**config.mk**
```make
export PLATFORM = sky130hd
export DESIGN_NAME = instr_fetch_flat
export DESIGN_NICKNAME = d
export VERILOG_FILES = /design/src/rtl/instr_fetch_if.sv /design/src/rtl/instr_fetch.sv /design/src/flat_wrapper.sv
export SDC_FILE = /design/constraint.sdc
export NUM_CORES = 1
export LEC_CHECK = 0
export BUFFER_PORTS_ARGS = -buffer_cell sky130_fd_sc_hd__buf_2
export CAP_MARGIN = 20
export CORE_UTILIZATION = 25
export CTS_BUF_LIST = sky130_fd_sc_hd__clkbuf_8 sky130_fd_sc_hd__clkbuf_16
export CTS_CLUSTER_SIZE = 25
export DETAILED_ROUTE_END_ITERATION = 10
export GPL_TIMING_DRIVEN = 0
export PLACE_DENSITY = 0.49
export SETUP_SLACK_MARGIN = 0.2
export SLEW_MARGIN = 20
export SYNTH_ARGS = -nofsm -noshare
export SYNTH_HDL_FRONTEND = slang
export SYNTH_SLANG_ARGS = --single-unit
export TNS_END_PERCENT = 30
```
**constraint.sdc**
```tcl
create_clock -name clk -period 4.6 [get_ports clk]
set_input_delay 0.92 -clock clk [delete_from_list [all_inputs] [get_ports clk]]
set_output_delay 0.92 -clock clk [all_outputs]
set_load 0.01 [all_outputs]
```
**src/rtl/instr_fetch_if.sv**
```systemverilog
// Instruction-memory fetch bus: the fetch stage drives req/addr; memory returns ready/rdata.
interface instr_fetch_if #(
  parameter int PC_W = 32
);
  logic            imem_req;
  logic [PC_W-1:0] imem_addr;
  logic            imem_ready;
  logic [31:0]     imem_rdata;

  modport master (
    output imem_req,
    output imem_addr,
    input  imem_ready,
    input  imem_rdata
  );

  modport slave (
    input  imem_req,
    input  imem_addr,
    output imem_ready,
    output imem_rdata
  );
endinterface

```
**src/rtl/instr_fetch.sv**
```systemverilog
// Fetch stage: owns the PC, fetches one word per instruction over the imem handshake,
// holds it for decode and computes the next PC from the decoder's branch/jump outputs.
//
// state | meaning
// FETCH | imem_req=1, waiting for imem_ready
// HOLD  | instr_valid=1, waiting for decode to consume (stall=0)
module instr_fetch #(
  parameter int              PC_W     = 32,
  parameter logic [PC_W-1:0] RESET_PC = '0
) (
  input  logic              clk,
  input  logic              reset,
  instr_fetch_if.master     imem,
  output logic [31:0]       instr,
  output logic [7:0]        opcode,
  output logic              instr_valid,
  input  logic              stall,
  input  logic              branch,
  input  logic              branchNotEqual,
  input  logic              jump,
  input  logic              zero,
  output logic [PC_W-1:0]   pc,
  output logic [PC_W-1:0]   pc_plus4,
  output logic [15:0]       retire_count
);

  typedef enum logic {FETCH, HOLD} state_t;

  localparam logic [PC_W-1:0] PC_INIT  = {RESET_PC[PC_W-1:2], 2'b00};
  localparam logic [PC_W-1:0] JMP_MASK = PC_W'(26'h3FF_FFFF);

  state_t          state, state_nxt;
  logic            consume;
  logic            taken;
  logic [PC_W-1:0] br_off;
  logic [PC_W-1:0] jmp_tgt;
  logic [PC_W-1:0] next_pc;

  always_ff @(posedge clk) begin
    if (reset) state <= FETCH;
    else       state <= state_nxt;
  end

  always_comb begin
    state_nxt = state;
    consume   = 1'b0;
    case (state)
      FETCH: if (imem.imem_ready) state_nxt = HOLD;
      HOLD: begin
        if (!stall) begin
          consume   = 1'b1;
          state_nxt = FETCH;
        end
      end
      default: state_nxt = FETCH;
    endcase
  end

  // Request and valid are masked during reset so a reset cycle never looks like a transfer.
  assign imem.imem_req  = (state == FETCH) && !reset;
  assign imem.imem_addr = pc;
  assign instr_valid    = (state == HOLD) && !reset;
  assign opcode         = instr[31:24];
  assign pc_plus4       = pc + PC_W'(4);

  // Jump keeps pc_plus4 above bit 26; works unchanged at the minimum PC_W of 26.
  assign jmp_tgt = (pc_plus4 & ~JMP_MASK) | PC_W'({instr[23:0], 2'b00});
  assign br_off  = {{(PC_W-18){instr[15]}}, instr[15:0], 2'b00};
  assign taken   = (branch & zero) | (branchNotEqual & ~zero);

  always_comb begin
    next_pc = pc_plus4;
    if (jump)       next_pc = jmp_tgt;
    else if (taken) next_pc = pc_plus4 + br_off;
  end

  always_ff @(posedge clk) begin
    if (reset) begin
      pc           <= PC_INIT;
      instr        <= '0;
      retire_count <= '0;
    end else begin
      if (state == FETCH && imem.imem_ready) instr <= imem.imem_rdata;
      if (consume) begin
        pc           <= next_pc;
        retire_count <= retire_count + 16'd1;
      end
    end
  end

endmodule

```
**src/flat_wrapper.sv**
```systemverilog
// flat-port wrapper written by rule: the top's interface ports become plain ports
module instr_fetch_flat 
#(
  parameter int              PC_W     = 32,
  parameter logic [PC_W-1:0] RESET_PC = '0
)
  (clk, reset, instr, opcode, instr_valid, stall, branch, branchNotEqual, jump, zero, pc, pc_plus4, retire_count, imem_imem_req, imem_imem_addr, imem_imem_ready, imem_imem_rdata);
  instr_fetch_if #(.PC_W(PC_W)) imem_i ();
  input  logic clk;
  input  logic reset;
  output logic [31:0] instr;
  output logic [7:0] opcode;
  output logic instr_valid;
  input  logic stall;
  input  logic branch;
  input  logic branchNotEqual;
  input  logic jump;
  input  logic zero;
  output logic [PC_W-1:0] pc;
  output logic [PC_W-1:0] pc_plus4;
  output logic [15:0] retire_count;
  output wire logic [$bits(imem_i.imem_req)-1:0] imem_imem_req;
  output wire logic [$bits(imem_i.imem_addr)-1:0] imem_imem_addr;
  input wire logic [$bits(imem_i.imem_ready)-1:0] imem_imem_ready;
  input wire logic [$bits(imem_i.imem_rdata)-1:0] imem_imem_rdata;
  assign imem_imem_req = imem_i.imem_req;
  assign imem_imem_addr = imem_i.imem_addr;
  assign imem_i.imem_ready = imem_imem_ready;
  assign imem_i.imem_rdata = imem_imem_rdata;
  instr_fetch #(.PC_W(PC_W), .RESET_PC(RESET_PC)) u_core (.clk(clk), .reset(reset), .imem(imem_i), .instr(instr), .opcode(opcode), .instr_valid(instr_valid), .stall(stall), .branch(branch), .branchNotEqual(branchNotEqual), .jump(jump), .zero(zero), .pc(pc), .pc_plus4(pc_plus4), .retire_count(retire_count));
endmodule
```
Word-level counts from Yosys, hierarchy flattened
Cells that the tools add are included.
{ "totals": {"reg_bits": 81, "input_bits": 40, "out_inout_bits": 154, "wordCells": 24} }
{ "classes": {"n_addsub": 3, "n_mux": 7, "bitwise": 6, "n_reduce_logical": 4} }
{ "ops": {"columns": ["cell", "n"], "rows": [
  ["$mux 32", 2],
  ["$add 32x3->32 const B", 1],
  ["$add 32x32->32", 1],
  ["$or 32x26->32", 1],
  ["$add 16x1->16 const B", 1],
  ["$mux 1", 4],
  ["$logic_and 1x1->1", 3],
  ["$and 1x1->1", 2],
  ["$not 1->1", 2],
  ["$pmux 1 s2", 1],
  ["$logic_not 1->1", 1],
  ["$or 1x1->1", 1]
]} }

Depth between registers and ports, before layout
Gate-level depths: netlist (run 1).
{ "depth": {"word_depth": 5, "mapped_depth": 16, "mapped_depth_nobuf": 14} }

Least setup slack after synthesis (run 1)
Ideal clock, no wire load.
{ "synth_path": {"path_type": "flip-flop to flip-flop", "start": "reg u_core.pc[8] (netlist: u_core.imem.imem_addr[8])", "end": "reg u_core.pc[27] (netlist: u_core.imem.imem_addr[27])", "setup_ps": 140, "arrival_ps": 3357, "t_required_ps": 4460, "setup_slack_ps": 1103, "path_stages_with_launch": 16, "n_path_buf": 1, "synth_period_minus_slack_ps": 3497, "cell_sequence": "dfxtp_1 > and4_4 > nand3_4 > nor2_1 > and3_1 > xor2_1 > ha_1 > clkbuf_1 > a21o_1 > a221oi_1 > o21ai_0 > a21o_1 > o21ba_1 > o21ba_2 > o31ai_1 > a221oi_1"} }
{ "synth_between": {"elab_chain_len": 4, "elab_cells_between_ends": 5, "classes_between": "add/sub (2); mux (2); bitwise (1)"} }
{ "synth_lines": {"columns": ["element", "line_no", "text"], "rows": [
  ["start: declaration", "instr_fetch.sv:22", "output logic [PC_W-1:0] pc,"],
  ["start signal: assignment", "instr_fetch.sv:85", "pc <= next_pc;"],
  ["$add 32x3->32", "instr_fetch.sv:64", "assign pc_plus4 = pc + PC_W'(4);"],
  ["named net pc_plus4[16]", "flat_wrapper.sv:20", "output logic [PC_W-1:0] pc_plus4;"],
  ["$add 32x32->32", "instr_fetch.sv:74", "else if (taken) next_pc = pc_plus4 + br_off;"],
  ["$mux 32", "instr_fetch.sv:74", null],
  ["$mux 32", "instr_fetch.sv:73", "if (jump) next_pc = jmp_tgt;"]
]} }
The timed path passes the listed nets, and every way through them passes these cells.
A chain may end at the register's enable or synchronous reset.

Worst setup path after layout (run 1)
{ "layout_path": {"start": "reg u_core.pc[9] (netlist: u_core.imem.imem_addr[9])", "end": "reg u_core.pc[27] (netlist: u_core.imem.imem_addr[27])"} }
{ "layout_between": {"elab_chain_len": 4, "elab_cells_between_ends": 5, "classes_between": "add/sub (2); mux (2); bitwise (1)"} }
{ "layout_lines": {"columns": ["element", "line_no"], "rows": [
  ["$add 32x3->32 (*)", "instr_fetch.sv:64"],
  ["$add 32x32->32", "instr_fetch.sv:74"],
  ["$mux 32", "instr_fetch.sv:74"],
  ["$mux 32 (*)", "instr_fetch.sv:73"]
]} }
Every way passes the cells marked *; elsewhere a longest branch is shown, timed or not.

==> results.md, run 1 <==
Synthesis:
- The biggest area contributor in the post-synthesis netlist is dfxtp_1.
- After synthesis, the share of flip-flops with an asynchronous set or reset is 0.
- The mean area per synthesized cell is 7.567 um^2.
- Yosys mapped the design onto 73 distinct sky130hd cell types.
- Of the synthesized area, sequential elements account for 0.2543.
- By instance count, the leading cell after synthesis is nand2_1.
- In the synthesized netlist, the cells that appear most often are nand2_1 (131), a21oi_1 (89), dfxtp_1 (79), nor2_1 (51), buf_4 (44).
- The number of synthesized flops with an enable pin is 0.
- The area of the mapped netlist is 6220 um^2.
- In the post-synthesis netlist, the biggest area contributors are dfxtp_1 (25%), nand2_1 (7.9%), ha_1 (7.6%), a21oi_1 (7.2%), buf_4 (5.3%).
- The yosys synthesis warning count is 0.
- The number of instances in the synthesized netlist is 822.
- In this run, synthesis produced a sequential element count of 79.
- The share of synthesized area in the top cell type comes to 0.2543.
- The most frequently used flop master after synthesis is dfxtp_1.

Power and ir drop:
- In this run the power spent charging and discharging nets is 0.0005654 W.
- The post-route total power is 0.001856 W.
- For this design the static power due to leakage is 3.785 nW.
- Of the total power, the share spent switching nets is 0.3047.
- The share of total power dissipated in combinational logic is 0.196.
- Across the VDD grid, the largest voltage drop is 0.1273 mV.
- The sequential share of power is 0.407.
- Cell internal power was estimated by the tool at 0.001290 W.
- The power per cell area is 235.4 nW/um^2.
- The share of total power dissipated in the clock network is 0.398.

Outcome:
- The flow ran to the end, and the final reports show no timing, DRC or antenna violations.

Route:
- For this run, design rule violations remaining after detail routing come to 0.
- For this block, the initial DRC count from the detailed router was 286.
- The routed layout has 6658 vias.
- After detailed routing, the average wire length per cell comes to 17.79 um.
- The number of detailed-routing iterations run before antenna repair is 6.
- Using the TritonRoute via totals, the vias-per-cell ratio works out to 4.925.
- The number of nets still failing antenna checks after routing is 0.
- The routed wire length is 24.06 mm.

Worst setup path:
- STA puts the critical path data required time at 4.79 ns.
- The worst setup path is captured at a flop.
- The top fanout value on the critical path is 9.
- The arrival time reported for the critical path endpoint is 4.42 ns.
- The category of the most critical setup path is flop to flop.
- The startpoint class of the critical path is a flop.

Floorplan:
- Pin placement for this block handled 194 I/O pins.
- The initial cell density of the core is 0.2550.
- The floorplan has 57 rows.
- The die outline area is 25510 um^2.
- The standard cell core area is 24390 um^2.
- The die boundary width is 159.7 um.
- The die is 159.7 um tall.

Clocking:
- For the worst-skew pair, the clock arrives at the later sink with an insertion delay of 0.34 ns.
- For this design, the sink count on the clock tree is 79.
- In this run the clock root is driven by a clkbuf_16.
- The CTS tree is yes.
- The clock passes through at most 2 buffers.
- The H-tree was split into 3 levels.
- The clock transition at the registers of the reported paths is 0.07 ns.
- In this run, CTS created clock tree buffers numbering 9.
- The post-CTS repair timing setup buffer count is 0.

STA:
- The count of endpoints failing setup in the final report is 0.
- The final number of max-transition violations is 0.
- Derived from the worst setup path, the maximum achievable clock frequency is 0.2368 GHz.
- The slew at the pin closest to its max-slew limit is 1.107 ns.
- On the final layout, the worst clock skew is 0.009571 ns.
- In the finished design, the share of the clock period the worst path needs comes to 0.9181.
- The routed design could run at a clock period as short as 4.223 ns.
- The headroom to the max-slew limit is 0.2612.
- Summed over all failing endpoints, the final setup total negative slack is 0 ns.
- The tightest hold margin is 0.4699 ns.
- Setup repair after global routing left no endpoint under its margin.
- The number of failing hold endpoints at the final stage was 0.

GRT:
- In the global route stage, overall resource usage came out at 0.1860.
- The maximum number of pins on one net before global-route repair is 26.
- The number of global-route vias before repair was 6170.
- The number of antenna violations at the first check in global routing came to 1.
- The global-route wire length before repair is 36.98 mm.
- The aggregate global routing overflow is 0.

Final layout:
- The area growth from synthesis to layout is 26.71%.
- The layout cell share with drive strength beyond 1 is 0.2617.
- The number of antenna diodes in the final layout is 0.
- The number of filler cells placed in the layout is 2701.
- The net count of the finished layout is 1103.

Placement:
- Once detailed placement completed, the half-perimeter wirelength came to 19.05 mm.
- The count of port buffers added during placement is 186.
- The routability congestion estimate from global placement is 0.8883.

Hold path:
- In this run the worst hold path is classified as flop to flop.

Job:
- The tool flagged a number of max-cap violations equal to 0.
through the flow:
step | cells | setup slack, ns | instance area (um^2) | util
after CTS | 1352 | 0.3633 | 7874 | 0.3228
after detailed placement | 1337 | 0.3705 | 7575 | 0.3106
after global placement | 1337 | 0.3465 | 7575 | 0.3106
final | 1352 | 0.3766 | 7881 | 0.3231
after floorplan | 827 | 1.103 | 6238 | -
after global routing | 1352 | 0.2092 | 7881 | 0.3231
power by group through the flow:
stage | Combinational [W] | Clock, W | Sequential (W)
floorplan | 0.000215 | 0 | 0.000765
global placement | 0.000364 | 0 | 0.000769
detailed placement | 0.000363 | 0 | 0.000770
CTS | 0.000365 | 0.000750 | 0.000754
global route | 0.000400 | 0.000781 | 0.000759
finish | 0.000363 | 0.000738 | 0.000755
worst paths after layout:
path	slack [ns]	to	start	depth (start not counted)
max	0.38	u_core.imem.imem_addr[27]	u_core.imem.imem_addr[9]	15
min	0.47	u_core.instr[29]	u_core.instr[29]	2
max reg2reg	0.38	u_core.imem.imem_addr[27]	u_core.imem.imem_addr[9]	15
min reg2reg	0.47	u_core.instr[29]	u_core.instr[29]	2
worst max-delay path: stages, from the launching register on:
cell	delay [ns]
dfxtp_1	0.51
and4_4	0.31
nand3_4	0.17
nor2_1	0.44
and3_1	0.24
xor2_1	0.36
ha_1	0.31
clkbuf_1	0.19
a21o_1	0.23
a221oi_1	0.25
o21ai_0	0.12
a21o_1	0.18
o21ba_1	0.21
o21ba_2	0.20
o31ai_1	0.24
a221oi_1	0.11
layer usage:
metal / track usage / routed length (um) / part of all wire / up-vias
li1: - / - / - / 3307
met5: 0 / 13 / 0.00054 / -
met2: 0.3025 / 10900 / 0.45 / 210
met4: 0.05070 / 360 / 0.015 / 2
met3: 0.03325 / 1464 / 0.061 / 22
met1: 0.2511 / 11320 / 0.47 / 3117
registers in the layout, indices dropped and copies added, names as in the netlist:
signal / cells
u_core.instr: 32
u_core.retire_count: 16
u_core.state: 1
u_core.imem.imem_addr: 30
cells by family after synthesis:
family,share of synthesized area
compound gates,0.2422
other cells,0.0006029
xor+xnor,0.07745
flops,0.2543
fa+ha+maj,0.07966
buf+inv,0.09073
simple gates,0.2420
mux,0.01308
repair_timing:
item,CTS,global route
setup endpoints to repair,0,1
hold buffers,0,0
gates resized for setup,0,1
cell type report:
| type | count | area [um^2] | share of cell area |
|---|---|---|---|
| buffer | 92 | 515.5 | 0.06541 |
| clock buffer | 11 | 252.7 | 0.03207 |
| clock inverter | 4 | 46.29 | 0.005874 |
| inverter | 13 | 48.80 | 0.006191 |
| multi-input combinational | 643 | 4100 | 0.5202 |
| sequential | 79 | 1582 | 0.2007 |
| tap | 324 | 405.4 | 0.05144 |
| timing repair buffer | 186 | 930.9 | 0.1181 |
cells in the final DEF, fill, tap and decap left out, drive strengths merged, types with 6 or more instances in the layout:
cell type  count
and3          19
inv           13
nand2        131
nand4         19
xnor2         33
xor2          22
nor2          51
conb           6
ha            38
clkbuf        49
a31o           6
o21ai         24
o211ai        16
a211oi        11
or3            6
a21oi         90
dfxtp         79
buf          240
a31oi          8
nand2b         6
and4           8
mux2i          7
nor3          17
a21o          24
nand3         32
No activity file was read; power rests on OpenSTA's default activity.
==> run 2, diff against run 1 <==
--- a/config.mk
+++ b/config.mk
@@ -7,13 +7,14 @@
 export LEC_CHECK = 0
 export BUFFER_PORTS_ARGS = -buffer_cell sky130_fd_sc_hd__buf_2
 export CAP_MARGIN = 20
-export CORE_UTILIZATION = 25
+export CORE_MARGIN = 4
+export CORE_UTILIZATION = 50
 export CTS_BUF_LIST = sky130_fd_sc_hd__clkbuf_8 sky130_fd_sc_hd__clkbuf_16
 export CTS_CLUSTER_SIZE = 25
 export DETAILED_ROUTE_END_ITERATION = 10
 export GPL_TIMING_DRIVEN = 0
-export PLACE_DENSITY = 0.49
-export SETUP_SLACK_MARGIN = 0.2
+export PLACE_DENSITY = 0.82
+export SETUP_SLACK_MARGIN = 0.5
 export SLEW_MARGIN = 20
 export SYNTH_ARGS = -nofsm -noshare
 export SYNTH_HDL_FRONTEND = slang
==> run 2 against run 1 <==
  * Hold slack worse by 0.0029 ns
  * Clock skew about the same
  * Power down 3.6%
  * Non-clock buffer count unchanged
  * Register-to-register slack better by 0.23 ns
  * Global-route usage up 9.6 points
  * Final cell count down 12%
  * Utilization up 31 points
  * First-iteration DRC count up 130%
  * Via count up 2.7%
  * Sequential power about the same
  * Largest power group unchanged
==> results.md, run 2 (synthesized netlist as in run 1, its figures left out) <==
Outcome:
- Result of the run: complete, no violations (unchanged).

STA:
- The top achievable clock speed was 0.2507 GHz (was 0.2368 GHz).
- The count of endpoints failing setup in the final report is 0 (unchanged).
- The clock period minus worst slack is 3.989 ns (was 4.223 ns).
- RSZ-0062 raised after global routing: yes (was no).
- The headroom to the max-slew limit is 0.3082 (was 0.2612).
- The aggregate negative setup slack is 0 ns (unchanged).
- The slew at the pin closest to its max-slew limit came to 1.036 ns (was 1.107 ns).
- The number of failing hold endpoints at the final stage was 0 (unchanged).
- The clock tree skew after final layout is 0.009178 ns (was 0.009571 ns).
- The post-route clock period utilization is 0.8673 (was 0.9181).
- The final number of max-transition violations is 0 (unchanged).

Worst setup path:
- The launching instance or port of the critical path is u_core.imem.imem_addr[9] (unchanged).
- The cell at the slowest stage of the critical path is dfxtp_1 (unchanged).
- The largest incremental delay on the critical path is 0.47 ns (was 0.51 ns).
- The startpoint class of the critical path is a flop (unchanged).
- The arrival time reported for the critical path endpoint was 4.18 ns (was 4.42 ns).
- The worst reg-to-reg path cell count is 15 (unchanged).
- The top fanout value on the critical path came to 9 (unchanged).
- The data required time at the worst endpoint is 4.79 ns (about the same).
- The category of the most critical setup path is flop to flop (unchanged).
- The reg-to-reg critical path startpoint is u_core.imem.imem_addr[9] (unchanged).
- Critical path, cell by cell: and4_4 > nand3_4 > nor2_1 > and3_1 > xor2_1 > ha_1 > clkbuf_1 > a21o_1 > a221oi_1 > o21ai_0 > a21o_1 > o21ba_1 > o21ba_2 > o31ai_1 > a221oi_1 (unchanged).
- The capturing element type of the critical path is a flop (unchanged).
- The setup slack of the most critical reg-to-reg path is 0.61 ns (was 0.38 ns).
- The worst flop-to-flop path endpoint is u_core.imem.imem_addr[27] (unchanged).
- The end point of the critical path was u_core.imem.imem_addr[27] (unchanged).

Clocking:
- The number of clock sinks came to 79 (unchanged).
- The post-CTS resize count is 0 (unchanged).
- The latest clock arrival within the worst-skew pair is 0.34 ns (about the same).
- The post-CTS repair timing setup buffer count is 0 (unchanged).
- The maximum buffer depth of the clock tree is 2 (unchanged).
- The TritonCTS buffer count is 9 (unchanged).
- The CTS root buffer is clkbuf_16 (unchanged).
- The CTS tree was yes (unchanged).
- The number of levels the H-tree was split into came to 3 (unchanged).
- The clock transition at the registers of the reported paths is 0.06 ns (was 0.07 ns).
- The number of buffers added to fix hold violations after cts is 0 (unchanged).

GRT:
- The global-route wire length before repair is 32.84 mm (was 36.98 mm).
- The number of global-route vias before repair is 6351 (was 6170).
- The total global routing track utilization is 0.2819 (was 0.1860).
- The aggregate global routing overflow is 0 (unchanged).
- The maximum number of pins on one net before global-route repair is 26 (unchanged).
- The number of antenna violations at the first check in global routing is 0 (was 1).

Power and ir drop:
- The design internal power is 0.001257 W (was 0.001290 W).
- The proportion of power drawn by the clock network is 0.380 (was 0.398).
- The fraction of power spent switching nets is 0.2974 (was 0.3047).
- The worst IR drop on VDD came to 0.2238 mV (was 0.1273 mV).
- The post-route total power is 0.001789 W (was 0.001856 W).
- The power per cell area was 233.1 nW/um^2 (was 235.4 nW/um^2).
- The net switching component of the power is 0.0005320 W (was 0.0005654 W).
- The sequential share of power is 0.421 (was 0.407).
- The static leakage power is 3.800 nW (was 3.785 nW).
- The part of the power in combinational logic was 0.199 (was 0.196).

Final layout:
- The net count of the finished layout came to 1103 (unchanged).
- The number of diodes added for antenna fixing is 0 (unchanged).
- The number of flip-flops under the largest register name is 32 (unchanged).
- The layout cell share with drive strength beyond 1 is 0.2626 (was 0.2617).
- The combined area of the multi-input logic cells is 4106 um^2 (was 4100 um^2).
- The number of filler cells placed in the layout is 1142 (was 2701).
- The register name with the most flops is u_core.instr (unchanged).
- The commonest non-fill, non-tap cell in the layout is buf_2 (unchanged).
- The area used by sequential logic in the layout came to 1583 um^2 (was 1582 um^2).
- The area growth from synthesis to layout is 23.38% (was 26.71%).
- Commonest cells after routing, fill and taps aside: buf_2 (190), nand2_1 (131), a21oi_1 (89) (unchanged).

Floorplan:
- The initial cell density of the core is 0.5135 (was 0.2550).
- The height of the die was 119.5 um (was 159.7 um).
- The floorplan row count is 40 (was 57).
- The die boundary width was 119.5 um (was 159.7 um).
- The standard cell core area is 12110 um^2 (was 24390 um^2).
- The boundary pin count came to 194 (unchanged).
- The die outline area came to 14290 um^2 (was 25510 um^2).

Route:
- The number of vias after detailed routing is 6838 (was 6658).
- The routed wire length is 20.70 mm (was 24.06 mm).
- The via density per instance is 5.717 (was 4.925).
- The number of detailed-routing iterations run before antenna repair is 5 (was 6).
- The routed length per placed instance came to 17.31 um (was 17.79 um).
- The initial DRC count is 652 (was 286).
- The number of nets still failing antenna checks after routing is 0 (unchanged).
- The number of DRC violations after detailed routing is 0 (unchanged).

Job:
- The max-capacitance violation count is 0 (unchanged).

Placement:
- The routability congestion estimate from global placement is 0.9492 (was 0.8883).
- The half-perimeter wire length after placement is 16.11 mm (was 19.05 mm).
- The count of port buffers added during placement is 186 (unchanged).

Hold path:
- The kind of path behind the tightest hold check is flop to flop (unchanged).
[run 2: cell count changes in the layout (fill, tap and decap cells not counted), sizes merged]
cell / previous run / this run
clkbuf: 49 / 47
clkinv: 2 / 5
clkinvlp: 1 / 0
[run 2: stage by stage]
step,area (um^2),hold slack (ns),setup WS [ns],instances,utilization
finish,7674,0.4670,0.6106,1196,0.6336
global route,7674,0.4870,0.4533,1196,0.6336
detailed placement,7380,0.4596,0.5614,1181,0.6093
global placement,7380,0.4585,0.5756,1181,0.6093
floorplan,6238,0.4862,1.103,827,-
CTS,7659,0.4679,0.5407,1196,0.6323
[run 2: metal layers]
metal,track usage,wire (um),share of wire
met3,0.06880,2230,0.11
met2,0.4474,9353,0.45
met4,0.09162,502,0.024
met1,0.3773,8616,0.42
met5,0,0,0
[run 2: cell type report]
cell class,instances,share of cell area
Tap cell,168,0.02739
Timing Repair Buffer,186,0.1213
Inverter,13,0.006359
Clock inverter,6,0.007011
Buffer,92,0.06718
Multi-Input combinational cell,643,0.5351
Sequential cell,79,0.2063
Clock buffer,9,0.02935
[run 2: critical path: cells and delay by family, from the launching register on]
family                   cells  cell delay, ns
AO/OA/AOI/OAI                8            1.60
AND/OR/NAND/NOR              4            0.99
flip-flops                   1            0.47
XOR/XNOR                     1            0.30
adder cells (fa/ha/maj)      1            0.30
buffers and inverters        1            0.19
[run 2: power groups by stage]
stage,logic [W],clock network (W),registers (W)
finish,0.000355,0.000680,0.000753
global route,0.000390,0.000715,0.000756
CTS,0.000351,0.000684,0.000751
detailed placement,0.000348,0,0.000766
global placement,0.000345,0,0.000765
floorplan,0.000215,0,0.000765
[run 2: how the worst min path moves through the flow]
stage          slack, ns                to  cells after the start        startpoint
4_1_cts             0.47  u_core.instr[29]                      2  u_core.instr[29]
3_3_place_gp        0.46  u_core.instr[29]                      2  u_core.instr[29]
2_1_floorplan       0.49      u_core.state                      2      u_core.state
6_report            0.47  u_core.instr[28]                      2  u_core.instr[28]
5_1_grt             0.49  u_core.instr[28]                      2  u_core.instr[28]
3_5_place_dp        0.46  u_core.instr[29]                      2  u_core.instr[29]
